### config.mk
export PLATFORM = sky130hd
export DESIGN_NAME = comparador
export DESIGN_NICKNAME = d
export VERILOG_FILES = /design/src/rtl/comparador.sv
export SDC_FILE = /design/constraint.sdc
export NUM_CORES = 1
export LEC_CHECK = 0
export CAP_MARGIN = 20
export CORE_AREA = 2 2 39 41
export DETAILED_ROUTE_END_ITERATION = 16
export DIE_AREA = 0 0 41 43
export GPL_TIMING_DRIVEN = 0
export SLEW_MARGIN = 20
export SYNTH_ARGS = -nofsm -noshare
export SYNTH_HDL_FRONTEND = slang
export SYNTH_SLANG_ARGS = --single-unit
### constraint.sdc
create_clock -name clk -period 1.2 [get_ports clk]
set_clock_uncertainty 0.15 [all_clocks]
set_input_delay 0.12 -clock clk [delete_from_list [all_inputs] [get_ports clk]]
set_output_delay 0.12 -clock clk [all_outputs]
set_load 0.01 [all_outputs]
### src/rtl/comparador.sv
// Registered magnitude comparator stage: one-cycle latency, valid-qualified in/out,
// one-hot greater/less/equal flags, unsigned or two's-complement operands.
module comparador #(
    parameter int WIDTH  = 4,
    parameter bit SIGNED = 1'b0
) (
    input  logic             clk,
    input  logic             rst,
    input  logic             in_valid,
    input  logic [WIDTH-1:0] A,
    input  logic [WIDTH-1:0] B,
    output logic             out_valid,
    output logic             AmaiorB,
    output logic             AmenorB,
    output logic             AigualB
);

    logic gt_c, lt_c, eq_c;
    logic valid_q, valid_d;
    logic gt_q, gt_d;
    logic lt_q, lt_d;
    logic eq_q, eq_d;

    // Full-width relational compare; no truncated subtraction, so no overflow case.
    generate
        if (SIGNED) begin : g_signed
            assign gt_c = $signed(A) > $signed(B);
            assign lt_c = $signed(A) < $signed(B);
        end else begin : g_unsigned
            assign gt_c = A > B;
            assign lt_c = A < B;
        end
    endgenerate

    assign eq_c = (A == B);

    // Flags only load when in_valid is high, so idle-cycle operand garbage never reaches them.
    always_comb begin
        valid_d = in_valid;
        gt_d    = gt_q;
        lt_d    = lt_q;
        eq_d    = eq_q;
        if (in_valid) begin
            gt_d = gt_c;
            lt_d = lt_c;
            eq_d = eq_c;
        end
    end

    always_ff @(posedge clk or posedge rst) begin
        if (rst) begin
            valid_q <= 1'b0;
            gt_q    <= 1'b0;
            lt_q    <= 1'b0;
            eq_q    <= 1'b0;
        end else begin
            valid_q <= valid_d;
            gt_q    <= gt_d;
            lt_q    <= lt_d;
            eq_q    <= eq_d;
        end
    end

    assign out_valid = valid_q;
    assign AmaiorB   = gt_q;
    assign AmenorB   = lt_q;
    assign AigualB   = eq_q;

endmodule

==> metrics, run 1 <==
Total Wirelength 503 µm; Post-synth EDFFs 0; Reg clk slew, reported paths 0.04 ns; fin crit share 0.978; Tmin final 1.17 ns; number of global-route vias before repair 258; unrepaired setup endpoints after global routing no; sw frac 0.255; yosys warns 0; Num Clock Sinks 4; final hold violation count 0; P_int 0.341 mW; post-synth top area share 0.400; Bufs and invs on worst path 1; Data required, critical path 0.93 ns; Final Setup Violations 0; clock buffer depth 2; sequential area share after synthesis 0.400; P per Cell Area 966 nW/µm²; synth top area cells dfrtp_1, ha_1, inv_1; Placed Cells 54; startpoint types flip-flop; die area 1760 µm²; Static Leak 0.225 nW; DR WL/cell 8.53 µm; HPWL after detailed placement 403 µm; Logic pwr share 0.294; First-pass DRT Iterations 1; Nets 60; ant diodes 0; Least-Margin Pin Slew 0.238 ns; CP Capture Type output pin; core area 1380 µm²; Root Buffer clkbuf_4; starting density of the core 0.181; Seq pwr share 0.340; Tightest Hold Check Type primary input to flip-flop; Cells after Synth 24; Slew Limit Fails 0; Arrival @ worst endpoint 0.90 ns; initial antenna violation count 0; Die W 41 µm; fillcell total 144; Worst VDD drop 0.257 mV; Core Util, Final 0.343; die extent in y 43 µm; largest net degree at the start of global routing 8; share of cells above drive strength 1 0.302; most common cell in the synthesized netlist inv_1; CP top delay family flip-flops; # Max-Cap Violations 0; DR iter-0 viols 0; status complete, no violations; Layout area overhead 89.5%; commonest cells in the netlist inv_1, dfrtp_1, ha_1, o22ai_1; via count 242; Yosys reg bits 4; cell taking the most area after synthesis dfrtp_1; Slowest-stage cell, CP dfrtp_1; Post-DRT Antenna Nets 0; Worst path max stage delay 0.38 ns; f_max 852 MHz; clock latency at the later pin of the worst-skew pair 0.23 ns; WS Path Type flip-flop to output pin; Total Routing Usage GR 0.0775; drt drc 0; crit path cell chain dlygate4sd2_1; clock power share 0.366; syn_nets 39; htree depth 1; Max transition margin 0.841; multi-input logic area 165 µm²; syn_area_per_cell 10.4 µm²; row count 14; first-pass GRT wire length 890 µm; Placer Congestion 0.591; Synth cell types 12; cts bufs inserted 3; CTS tree built; Mapped Area 250 µm²; peak fanout along the critical path 2; ys async rst share 1.00; PortBufs 14; Main synth FF type dfrtp_1; P_sw 0.117 mW; Layout Cells excl Fill 59; vias per cell 4.10; overall power 0.458 mW; FF+latch area 100 µm²; GRT Residual Overflow 0; Top Ports 15
-- registers in the layout, indices dropped and copies added (netlist names) --
signal and flops:
AmenorB 1, AmaiorB 1, AigualB 1, out_valid 1
-- cell families after synthesis --
logic type      after synthesis  share of synthesized area
buf+inv                       6                     0.0900
flops                         4                      0.400
simple gates                  4                      0.105
fa+ha+maj                     4                      0.200
compound gates                6                      0.205
-- metrics by stage --
stage | area [µm²] | setup TNS (ns) | setup slack [ns] | hold slack, ns
floorplan | 250 | 0 | 0.0911 | -0.264
global placement | 410 | -0.917 | -0.419 | 0.163
detailed placement | 410 | -0.920 | -0.419 | 0.161
CTS | 469 | 0 | 0.0193 | 0.336
global route | 474 | 0 | 0.00226 | 0.365
finish | 474 | 0 | 0.0258 | 0.328
-- area by class of cell --
type,instances,share of cell area
inverters,6,0.0475
repair buffers,16,0.303
clock buffers,3,0.0475
well taps,16,0.0422
multi-input cells,14,0.348
flip-flops and latches,4,0.211
-- layer usage --
| layer | track usage | part of all wire | vias to the layer above |
|---|---|---|---|
| met5 | 0 | 0 | - |
| met4 | 0.0800 | 0.022 | 0 |
| met3 | 0.0157 | 0.052 | 2 |
| met2 | 0.119 | 0.57 | 8 |
| met1 | 0.0777 | 0.35 | 112 |
| li1 | - | - | 120 |
-- what timing repair did --
action                     CTS  global route
setup endpoints to repair    6             1
hold buffers                 1             0
pin swaps                    5             0
gates resized for setup     17             1
hold endpoints to repair     4             0
setup buffers                1             0
-- power groups by stage --
stage	clock, mW	combinational (mW)	sequential, mW
after CTS	0.171	0.133	0.156
after detailed placement	0	0.128	0.159
after floorplan	0	0.0515	0.163
after global routing	0.181	0.149	0.158
after global placement	0	0.127	0.158
final	0.168	0.134	0.156
-- worst paths after layout --
kind	startpoint	to	slack, ns	cells after the start
min reg2reg	AigualB	AigualB	0.37	2
max reg2reg	AmenorB	AmenorB	0.26	2
min in group asynchronous	rst	AmaiorB	0.47	3
min	A[2]	AmaiorB	0.33	4
max	AmaiorB	AmaiorB	0.03	1
max in group asynchronous	rst	AmenorB	0.29	3
-- layout by cell type (no fill, tap or decap) --
master,n
a21oi_1,1
a31o_1,1
a31oi_1,1
buf_4,1
clkbuf_4,3
clkdlybuf4s50_1,3
dfrtp_1,4
dlygate4sd2_1,11
dlygate4sd3_1,1
ha_1,1
ha_2,1
ha_4,2
inv_1,4
inv_2,2
nand2_2,1
nand3_2,1
nor2b_1,1
nor2b_4,1
o21bai_4,1
o22ai_1,2
(Power assumes the default switching activity.)
==> inputs of run 2 (changes only) <==
Settings changed: RECOVER_POWER from default to 50.
==> run 2 against run 1 <==
Compared with the run above: cell count unchanged; core utilization unchanged; largest power group unchanged; wire length increased by 0.60%; largest cell class unchanged; die area unchanged; flip-flop and latch count unchanged; critical path depth unchanged.
==> metrics, run 2 (synthesis gave the netlist of run 1 again) <==
WS Path Type flip-flop to output pin; Post-DRT Antenna Nets 0; Final Setup Violations 0; crit path cell chain dlygate4sd2_1; worst slack at placement -0.419 ns; # Max-Cap Violations 0; multi-input logic area 165 µm²; FF+latch area 100 µm²; fin crit share 0.978; Crit Reg-Reg Endpoint AmenorB; most common cell after layout, fill and taps aside dlygate4sd2_1; share of cells above drive strength 1 0.302; Core Util, Final 0.343; first-pass GRT wire length 890 µm; Die W 41 µm; Slowest-stage cell, CP dfrtp_1; ant diodes 0; setup TNS 0 ns; unrepaired setup endpoints after global routing no; GRT Residual Overflow 0; die area 1760 µm²; drt drc 0; Tightest Hold Check Type primary input to flip-flop; Worst VDD drop 0.258 mV; DR iter-0 viols 0; vias per cell 4.08; Reg clk slew, reported paths 0.04 ns; htree depth 1; HPWL after detailed placement 403 µm; worst reg2reg startpoint AmenorB; initial antenna violation count 0; Static Leak 0.225 nW; Worst path max stage delay 0.38 ns; peak fanout along the critical path 2; Tmin final 1.17 ns; via count 241; Bufs and invs on worst path 1; CTS tree built; die extent in y 43 µm; cells on worst reg2reg path 2; Max transition margin 0.841; clock latency at the later pin of the worst-skew pair 0.23 ns; status complete, no violations; Layout area overhead 89.5%; Design Area, Final 474 µm²; DR WL/cell 8.58 µm; Num Clock Sinks 4; overall power 0.457 mW; Placer Congestion 0.591; CP Capture Type output pin; Least-Margin Pin Slew 0.238 ns; Slew Limit Fails 0; number of global-route vias before repair 258; min-delay src A[2]; Hold Path End AmaiorB; final hold violation count 0; First-pass DRT Iterations 1; flop2flop setup slack 0.26 ns; Arrival @ worst endpoint 0.90 ns; fillcell total 144; Root Buffer clkbuf_4; largest net degree at the start of global routing 8; Nets 60; PortBufs 14; P per Cell Area 964 nW/µm²; CP top delay family flip-flops; cts bufs inserted 3; clock buffer depth 2; post-placement cell area 410 µm²; f_max 852 MHz; startpoint types flip-flop; row count 14; Hold Path Depth 4; core area 1380 µm²; Data required, critical path 0.93 ns; commonest non-fill, non-tap cells in the layout dlygate4sd2_1, dfrtp_1, inv_1, clkbuf_4, dlygate4sd3_1; Total Routing Usage GR 0.0775; Top Ports 15; starting density of the core 0.181; Total Wirelength 506 µm; setup ws final 0.0264 ns
run 2: cell types whose count changed in the layout (fill, tap and decap cells not counted), sizes merged:
| cell | before | now |
|---|---|---|
| clkdlybuf4s50 | 3 | 1 |
| dlygate4sd3 | 1 | 3 |
run 2: worst max path at each step:
stage	endpoint	depth (start not counted)	start
floorplan	AmenorB	5	B[3]
global route	AmaiorB	1	AmaiorB
CTS	AmaiorB	1	AmaiorB
detailed placement	AmenorB	6	B[3]
global placement	AmenorB	6	B[3]
finish	AmaiorB	1	AmaiorB
run 2: layout make-up:
class / count / area share
flip-flops and latches: 4 / 0.211
repair buffers: 16 / 0.303
well taps: 16 / 0.0422
clock buffers: 3 / 0.0475
inverters: 6 / 0.0475
multi-input cells: 14 / 0.348
run 2: metrics by stage:
step / hold WS (ns) / cells
6_report: 0.327 / 59
5_1_grt: 0.365 / 59
4_1_cts: 0.336 / 59
3_5_place_dp: 0.161 / 54
3_3_place_gp: 0.163 / 54
2_1_floorplan: -0.264 / 24
run 2: timing repair:
| item | in CTS | in global routing |
|---|---|---|
| endpoints found under the hold margin | 4 | 0 |
| buffers inserted | 1 | 0 |
| setup endpoints to repair | 6 | 1 |
| hold buffers | 1 | 0 |
| resized for setup | 17 | 1 |
| pin swaps | 5 | 0 |
run 2: per-layer routing:
layer / global-route usage / wire length, µm
met5: 0 / 0
met2: 0.119 / 292
met4: 0.0800 / 11
met1: 0.0777 / 176
met3: 0.0157 / 26
run 2: power breakdown:
part | internal [mW] | switching, mW | leakage (nW)
Combinational | 0.0789 | 0.0541 | 0.163
Clock | 0.112 | 0.0562 | 0.0138
Sequential | 0.149 | 0.00671 | 0.0488
run 2: worst reg2reg max path: cells and delay by family (launching register included):
family,cells,cell delay (ns)
simple gates,1,0.13
flops,1,0.37
compound gates,1,0.18
==> inputs of run 3 (changes only) <==
==> constraint.sdc (replaced) <==
create_clock -name clk -period 1.2 [get_ports clk]
set_clock_uncertainty 0.15 [all_clocks]
set_input_delay 0.24 -clock clk [delete_from_list [all_inputs] [get_ports clk]]
set_output_delay 0.24 -clock clk [all_outputs]
set_load 0.01 [all_outputs]
==> run 3 against run 2 <==
Compared with the run above: critical path depth up 6; non-clock buffer count unchanged; first-iteration DRC count up 1; flip-flop and latch count unchanged; register-to-register slack about the same; largest cell class unchanged; highest routed layer unchanged.
==> metrics, run 3 (synthesis gave the netlist of run 1 again) <==
status complete, no violations; WS Path Type primary input to flip-flop; Placed Cells 54; Tmin final 1.16 ns; Arrival @ worst endpoint 1.16 ns; die extent in y 43 µm; setup TNS 0 ns; First-pass DRT Iterations 2; final hold violation count 0; commonest non-fill, non-tap cells in the layout dlygate4sd2_1, dfrtp_1, inv_2, ha_4, buf_2; Top Ports 15; Slew Limit Fails 0; Tightest Hold Check Type primary input to flip-flop; Layout area overhead 96.0%; Hold Path Depth 1; Static Leak 0.228 nW; peak fanout along the critical path 2; PortBufs 14; row count 14; overall power 0.470 mW; Worst VDD drop 0.488 mV; via count 238; most common cell after layout, fill and taps aside dlygate4sd2_1; cells on worst reg2reg path 2; Total Wirelength 546 µm; first-pass GRT wire length 786 µm; die area 1760 µm²; # Max-Cap Violations 0; Reg clk slew, reported paths 0.04 ns; Least-Margin Pin Slew 0.266 ns; DR WL/cell 9.25 µm; Post-DRT Antenna Nets 0; CP Capture Type flip-flop; drt drc 0; DR iter-0 viols 1; Max transition margin 0.822; P per Cell Area 959 nW/µm²; Layout Cells excl Fill 59; Placer Congestion 0.613; # hold bufs at CTS 0; clock latency at the later pin of the worst-skew pair 0.24 ns; startpoint types primary input; core area 1380 µm²; Final Setup Violations 0; Root Buffer clkbuf_4; number of global-route vias before repair 227; Data required, critical path 1.20 ns; HPWL after detailed placement 385 µm; initial antenna violation count 0; vias per cell 4.03; CTS tree built; Die W 41 µm; Nets 60; fin crit share 0.968; htree depth 1; clock buffer depth 2; share of cells above drive strength 1 0.512; worst reg2reg startpoint AmenorB; largest net degree at the start of global routing 8; cts bufs inserted 3; Critical Path Source B[1]; GRT Residual Overflow 0; ant diodes 0; f_max 861 MHz; Total Routing Usage GR 0.0735; Num Clock Sinks 4; starting density of the core 0.181; min-delay src in_valid
[run 3: cell types whose count changed in the layout (fill, tap and decap cells not counted), sizes merged]
cell,previous run,this run
dlygate4sd3,3,1
clkdlybuf4s50,1,0
buf,1,6
dlymetal6s2s,0,1
dlygate4sd2,11,5
clkdlybuf4s15,0,3
[run 3: final timing paths]
kind / to / slack [ns]
worst max-delay path: AmaiorB / 0.04
worst min-delay path: out_valid / 0.13
worst max register to register: AmenorB / 0.26
worst min register to register: AigualB / 0.37
max in group asynchronous: AmenorB / 0.58
min in group asynchronous: out_valid / 0.16
[run 3: cell type report]
class	instances	area, µm²
timing repair buffer	16	131
inverter	6	22.5
multi-input combinational	14	194
tap	16	20.0
fill	152	893
clock buffer	3	22.5
sequential	4	100
[run 3: worst max-delay path, cell delays in order]
cell and delay (ns):
dlygate4sd2_1 0.23, inv_2 0.06, ha_4 0.20, buf_4 0.13, nand3_2 0.08, o22ai_2 0.07, a31oi_1 0.15
[run 3: power breakdown]
group / internal [mW] / leakage [nW] / switching, mW
Combinational: 0.0836 / 0.166 / 0.0602
Clock: 0.112 / 0.0138 / 0.0589
Sequential: 0.149 / 0.0488 / 0.00658
Total: 0.345 / 0.228 / 0.126
[run 3: repair_timing]
action	CTS	global route
buffers inserted	2	0
setup endpoints to repair	7	2
pin swaps	6	2
resized for setup	33	5
[run 3: through the flow]
step                      setup slack (ns)  cell area [µm²]  hold WS, ns   util
final                               0.0380              490        0.128  0.354
after global routing              -0.00153              490        0.129  0.354
after CTS                          0.00225              468       0.0300  0.338
after detailed placement            -0.486              428        0.287  0.309
after global placement              -0.487              428        0.286  0.309
after floorplan                     0.0145              268       -0.144      -
[run 3: layer usage]
layer | global-route usage | up-vias | wire [µm]
li1 | - | 119 | -
met1 | 0.0617 | 108 | 192
met2 | 0.103 | 9 | 283
met3 | 0.0785 | 2 | 59
met4 | 0.0400 | 0 | 11
met5 | 0 | - | 0
